## config.mk

```make
export PLATFORM = sky130hd
export DESIGN_NAME = hazard_ctrl
export DESIGN_NICKNAME = d
export VERILOG_FILES = /design/src/rtl/hazard_ctrl.sv
export SDC_FILE = /design/constraint.sdc
export NUM_CORES = 1
export LEC_CHECK = 0
export ABC_AREA = 1
export CAP_MARGIN = 10
export CORE_AREA = 2 2 63 65
export CTS_BUF_LIST = sky130_fd_sc_hd__clkbuf_2 sky130_fd_sc_hd__clkbuf_4 sky130_fd_sc_hd__clkbuf_8
export CTS_CLUSTER_DIAMETER = 150
export DETAILED_ROUTE_END_ITERATION = 7
export DIE_AREA = 0 0 65 67
export PLACE_DENSITY = 0.76
export RECOVER_POWER = 25
export SLEW_MARGIN = 20
export SYNTH_ARGS = -nofsm -noshare
export SYNTH_HDL_FRONTEND = slang
export SYNTH_SLANG_ARGS = --single-unit
```

## constraint.sdc

```tcl
create_clock -name clk -period 1.55 [get_ports clk]
set_clock_uncertainty 0.1 [all_clocks]
set_input_delay 0.2325 -clock clk [delete_from_list [all_inputs] [get_ports clk]]
set_output_delay 0.2325 -clock clk [all_outputs]
set_load 0.1 [all_outputs]
```

## src/rtl/hazard_ctrl.sv

```systemverilog
// ============================================================================
// Module  : hazard_ctrl
// Purpose : load-use stall, redirect flush and syscall drain/halt sequencer
//           for the 5-stage MIPS pipeline. Optional HAZARD_PERF_EN adds
//           flush_cnt and cycle_cnt performance counters.
// Revision: 1.0
// ============================================================================
`default_nettype none

module hazard_ctrl #(
    parameter int DRAIN_CYC = 3,
    parameter int CNT_W     = 16
) (
    input  logic             clk,
    input  logic             rst_n,
    input  logic [4:0]       id_rs,
    input  logic [4:0]       id_rt,
    input  logic             id_use_rs,
    input  logic             id_use_rt,
    input  logic             id_syscall,
    input  logic             ex_memtoreg,
    input  logic [4:0]       ex_rd,
    input  logic             ex_redirect,
    input  logic             resume,
    output logic             pc_en,
    output logic             ifid_en,
    output logic             ifid_flush,
    output logic             idex_flush,
    output logic             halted,
`ifdef HAZARD_PERF_EN
    output logic [CNT_W-1:0] flush_cnt,
    output logic [CNT_W-1:0] cycle_cnt,
`endif
    output logic [CNT_W-1:0] stall_cnt
);

    localparam int DW = (DRAIN_CYC > 1) ? $clog2(DRAIN_CYC) : 1;
    localparam logic [DW-1:0] DRAIN_LOAD = DW'(DRAIN_CYC - 1);

    localparam logic [1:0] S_RUN    = 2'd0;
    localparam logic [1:0] S_DRAIN  = 2'd1;
    localparam logic [1:0] S_HALT   = 2'd2;
    localparam logic [1:0] S_RESUME = 2'd3;

    logic [1:0]    state;
    logic [1:0]    next_state;
    logic [DW-1:0] drain_cnt;
    logic          lu;
    logic          lu_stall;

    assign lu = ex_memtoreg && (ex_rd != 5'd0) &&
                ((id_use_rs && (id_rs == ex_rd)) || (id_use_rt && (id_rt == ex_rd)));

    // Redirect and syscall both outrank the load-use stall in RUN.
    assign lu_stall = (state == S_RUN) && !ex_redirect && !id_syscall && lu;

    always_ff @(posedge clk or negedge rst_n) begin
        if (!rst_n) begin
            state <= S_RUN;
        end else begin
            state <= next_state;
        end
    end

    always_comb begin
        next_state = state;
        case (state)
            S_RUN: begin
                if (!ex_redirect && id_syscall) begin
                    next_state = S_DRAIN;
                end
            end
            S_DRAIN: begin
                if (drain_cnt == '0) begin
                    next_state = S_HALT;
                end
            end
            S_HALT: begin
                if (resume) begin
                    next_state = S_RESUME;
                end
            end
            default: next_state = S_RUN;
        endcase
    end

    always_comb begin
        pc_en      = 1'b1;
        ifid_en    = 1'b1;
        ifid_flush = 1'b0;
        idex_flush = 1'b0;
        case (state)
            S_RUN: begin
                if (ex_redirect) begin
                    ifid_flush = 1'b1;
                    idex_flush = 1'b1;
                end else if (id_syscall || lu) begin
                    pc_en      = 1'b0;
                    ifid_en    = 1'b0;
                    idex_flush = 1'b1;
                end
            end
            S_DRAIN, S_HALT: begin
                pc_en      = 1'b0;
                ifid_en    = 1'b0;
                idex_flush = 1'b1;
            end
            default: begin
                ifid_flush = 1'b1;
            end
        endcase
    end

    always_ff @(posedge clk or negedge rst_n) begin
        if (!rst_n) begin
            drain_cnt <= '0;
            halted    <= 1'b0;
        end else begin
            if (state == S_RUN && next_state == S_DRAIN) begin
                drain_cnt <= DRAIN_LOAD;
            end else if (state == S_DRAIN && drain_cnt != '0) begin
                drain_cnt <= drain_cnt - 1'b1;
            end
            halted <= (next_state == S_HALT);
        end
    end

    always_ff @(posedge clk or negedge rst_n) begin
        if (!rst_n) begin
            stall_cnt <= '0;
        end else if (lu_stall && (stall_cnt != '1)) begin
            stall_cnt <= stall_cnt + 1'b1;
        end
    end

`ifdef HAZARD_PERF_EN
    always_ff @(posedge clk or negedge rst_n) begin
        if (!rst_n) begin
            flush_cnt <= '0;
            cycle_cnt <= '0;
        end else begin
            if ((state == S_RUN) && ex_redirect && (flush_cnt != '1)) begin
                flush_cnt <= flush_cnt + 1'b1;
            end
            if ((state != S_HALT) && (cycle_cnt != '1)) begin
                cycle_cnt <= cycle_cnt + 1'b1;
            end
        end
    end
`endif

endmodule

`default_nettype wire

```

==> out/qor.yml <==
power:
  powerDensity_nw_per_um2: 1640
  p_leak_nw: 1.32
  ir_worst_vdd_mv: 1.99
  fin_total_pwr_mw: 4.40
sta:
  final_max_slew_viol_count: 0
  layout_setup_ws_ns: -0.246
  fmax_mhz: 557
  finalCriticalPeriod_ns: 1.80
  hold_violations: 0
  tightest_slew_ns: 0.524
  rsz0062_at_grt: "yes"
  finalCritPeriodShare_pct: 116
  relSlewSlack_pct: 65.1
  setup_viol: 22
worst_setup_path:
  rr_worst_depth: 8
  cp.required_ns: 1.22
  critPathSlowestCell: "dfrtp_1"
  cp_num_buf_inv: 3
  cp_num_cells: 6
  cp_data_arrival_time_ns: 1.46
  critPathLaunchType: "register"
  crit_chain: "inv_2, ha_4, inv_4, nor2_4, a21oi_4, buf_12"
  critPathLaunch: "state[1]"
  cp_max_fo: 2
  cpLargestDelayFamily: "flip-flops"
  ff2ff_setup_slack_ns: -0.12
  r2r_start: "state[1]"
  crit_end: "pc_en"
  endpoint_kind: "primary output"
  worst_path_largest_cell_delay_ns: 0.40
  r2r-end: "stall_cnt[0]"
  crit_type: "reg2out"
yosys:
  ys_seq_elements: 21
  synth_top_cell_by_area: "dfrtp_1"
  synth_cell_type_count: 23
  synth.top_cells.by_area: "dfrtp_1, nand2_1, inv_1"
  ys_seq_area_share_pct: 33.5
  synth_nets: 256
  ys_warn_count: 0
  synth_cells: 226
  synth.top_cell.area_share_pct: 33.5
  synth_area_sq_um: 1570
  syn_area_per_cell_sq_um: 6.95
cells_and_area:
  filler_cell_count: 263
  synthToLayoutAreaGrowth_pct: 70.8
  layout_common_cells: "nand2_1, buf_4, inv_1, buf_12, nor2_1"
  drive_above_1_share_pct: 44.1
  fin_util_pct: 74.4
  antenna-diode-count: 0
  multi_input_area_sq_um: 1030
  layout_commonest_cell: "nand2_1"
  fin_nets: 337
  stdcell_count: 354
  seqCellArea_sq_um: 551
drt:
  avgRoutedWirePerCell_um: 12.3
  route.detailed.drc: 0
  drt_first_iter_violations: 112
  vias: 1678
  drtPass1Iterations: 4
  wirelength_um: 4370
  antenna_left: 0
  viasPerCell: 4.74
floorplan:
  die_w_um: 65
  ios: 44
  die-area_sq_um: 4360
  initial_core_util_pct: 43.5
  coreArea_sq_um: 3610
  die_h_um: 67
  rows: 22
outcome:
  status: "finished with violations"
  violations: "setup timing"
clock_tree:
  cts_made_buffers: 3
  clk_pin_slew_ns: 0.08
  clk_latency_ns: 0.27
  ctsHoldBuffers: 0
  cts_tree: "built"
  htreeDepth: 1
  cts_buffer_depth: 2
  clock-sinks: 21
  clockRootBuffer: "clkbuf_8"
global_route:
  grt_antenna_before_repair: 0
  grt_use_total_pct: 20.5
  grt_pass1_vias: 1592
  grt.overflow.total: 0
  grt_max_degree: 22
  grt_pass1_wl_um: 6930
placement:
  gp_congestion: 0.848
  dp_hpwl_um: 3080
  placedCellCount: 346
  io_buffers: 43
hold_path:
  hold_class: "in2async"
run:
  cap_violations: 0
-- how the worst min path moves through the flow --
stage	endpoint	slack, ns	cells after the start
floorplan	drain_cnt[0]	-0.16	0
global placement	stall_cnt[6]	0.44	2
detailed placement	stall_cnt[12]	0.45	2
CTS	stall_cnt[13]	0.21	2
global route	stall_cnt[14]	0.41	2
finish	stall_cnt[13]	0.36	2
-- registers in the layout, indices dropped and copies added (netlist names) --
name and cells:
halted 1, state 2, drain_cnt 2, stall_cnt 16
-- Yosys cell counts, drive strengths merged --
cell   number
a22oi       1
and2        1
xnor2       7
mux2        1
nand4       2
nor2       25
inv        33
o21ai       7
dfrtp      21
buf         3
ha          7
nor3        5
a21oi       6
xor2        9
nand3      12
nand2      86
-- stage by stage --
step	cell area, sq um	hold slack [ns]	setup slack [ns]	TNS (ns)
2_1_floorplan	1690	-0.163	-0.426	-5.80
3_3_place_gp	2590	0.438	-0.537	-8.70
3_5_place_dp	2590	0.452	-0.549	-9.17
4_1_cts	2680	0.209	-0.254	-2.04
5_1_grt	2680	0.407	-0.287	-4.26
6_report	2680	0.362	-0.246	-2.14
-- routing by layer --
metal,part of all wire (%),global-route usage [%],vias up
met5,0,0,-
met4,2.1,9.84,0
met3,2.5,2.53,7
met2,52,35.8,38
met1,44,25.1,780
li1,-,-,853
-- what timing repair did --
| action | CTS | global route |
|---|---|---|
| pin swaps | 20 | 18 |
| gates resized for setup | 38 | 26 |
| endpoints found under the setup margin | 22 | 22 |
| setup buffers | 2 | 2 |
| hold endpoints to repair | 0 | 0 |
-- cell families (layout without fill, tap and decap cells) --
logic type      after synthesis  in the layout  synth area share [%]
compound gates               14             14                  5.82
mux                           1              1                 0.717
flops                        21             21                  33.5
fa+ha+maj                     7              7                  5.58
simple gates                131            131                  35.7
xor+xnor                     16             16                  8.92
buf+inv                      36            116                  9.80
-- cell type report --
class	count	area share, %
sequential	21	20.5
clock buffer	4	1.82
inverter	33	4.71
multi-input combinational	169	38.5
tap	48	2.24
timing repair buffer	79	32.2
-- power breakdown --
| group | total [mW] | switching [mW] | leakage [nW] | internal (mW) |
|---|---|---|---|---|
| logic | 3.25 | 1.99 | 1.05 | 1.26 |
| registers | 0.769 | 0.0896 | 0.241 | 0.679 |
| clock network | 0.386 | 0.185 | 0.0262 | 0.201 |
Note: power is estimated with default switching activity, not from simulation.
==> RTL edit: new RTL, same settings <==
Set the parameter `DRAIN_CYC` to 6 (it was 3).
--- a/src/rtl/hazard_ctrl.sv
+++ b/src/rtl/hazard_ctrl.sv
@@ -8,7 +8,7 @@
 `default_nettype none
 
 module hazard_ctrl #(
-    parameter int DRAIN_CYC = 3,
+    parameter int DRAIN_CYC = 6,
     parameter int CNT_W     = 16
 ) (
     input  logic             clk,
Behaviour: not the same (a bounded check fails within 10 cycles, from zero or initial values and one cycle with rst_n low).
==> RTL edit against the unedited design <==
- the run still ends with setup timing left
- critical path depth up 6
- global-route usage is 3.2 points higher
- core utilization grew 14 points
- first-iteration DRC count up 130%
- routed wire length increased by 37%
- synthesized area up 8.0%
- cell area increased by 19%
- power fell by 8.5%
- register-to-register slack got worse by 0.14 ns
- combinational power down 15%
- worst setup slack worse by 0.042 ns
- maximum frequency shrank 2.3%
- sequential cell count increased by 1
- critical endpoint is now idex_flush
- largest power group unchanged
==> RTL edit: results (changes against the unedited design) <==
logic_synthesis:
  syn_avg_cell_area_sq_um: 6.87  # -1.1%
  muxShareOfSynthArea_pct: 0  # -0.72 points
  synthXorXnorAreaFrac_pct: 7.23  # -1.7 points
  yosys.area_share.adder_pct: 5.90  # +0.32 points
  synth_nets: 278  # +8.6%
place:
  post-dp-hpwl_um: 3280  # +6.5%
  placed_area_sq_mm: 0.00281  # +8.8%
  gp_congestion: 0.902  # +6.4%
run_status:
  run_status: "finished, violations left"
  violations: "setup timing"
critical_path:
  worstPathMaxFanout: 3  # +1
  cpPeakStageDelay_ns: 0.21  # -0.19 ns
  r2r_slack_ns: -0.26  # -0.14 ns
timing:
  fin_setup_tns_ns: -4.00  # -1.86 ns
  fin_ws_ns: -0.288  # -0.0422 ns
  setup_viol: 25  # +14%
  fin_hold_ws_ns: 0.383  # +0.0211 ns
power_and_ir_drop:
  ir_worst_vdd_uv: 2260  # +14%
  p_leak_nw: 1.56  # +18%
layout:
  top_regs: "stall_cnt (16), drain_cnt (3), state (2)"
  clock_area_share_pct: 2.24  # +0.42 points
  n_all_buffers: 94  # +19%
  nonClockInverterCount: 39  # +18%
  bufAreaShareNonClock_pct: 32.6  # +0.38 points
  stdcell_area_sq_mm: 0.00318  # +19%
  num-fill-cells: 173  # -34%
  clkbuf_count: 3  # -1
routing:
  wl_met1_um: 2260  # +18%
  dr_wl_met3_um: 284  # +160%
global_route:
  grt_max_degree: 23  # +4.5%
  track_usage_pct: 23.7  # +3.2 points
  use_met2_pct: 44.6  # +8.8 points
## RTL edit: changes by cell type after synthesis, sizes merged, moves of 2 or more
cell   change
inv        +5
a21oi      -3
xnor2      -2
o21ai      -5
nor3       +5
nor2       -2
nand2     +15
nand4      +2
## RTL edit: power breakdown
group | total, mW | internal [mW] | switching (mW)
combinational | 2.76 | 1.10 | 1.65
clock | 0.543 | 0.345 | 0.197
sequential | 0.727 | 0.663 | 0.0642
## RTL edit: how the worst max path moves through the flow
stage | end | from | slack (ns) | cells past startpoint
finish | idex_flush | id_rt[1] | -0.29 | 12
global placement | idex_flush | ex_rd[4] | -0.55 | 12
floorplan | pc_en | state[1] | -0.43 | 6
global route | idex_flush | ex_rd[1] | -0.34 | 12
detailed placement | idex_flush | ex_rd[4] | -0.57 | 12
CTS | ifid_en | state[1] | -0.25 | 6
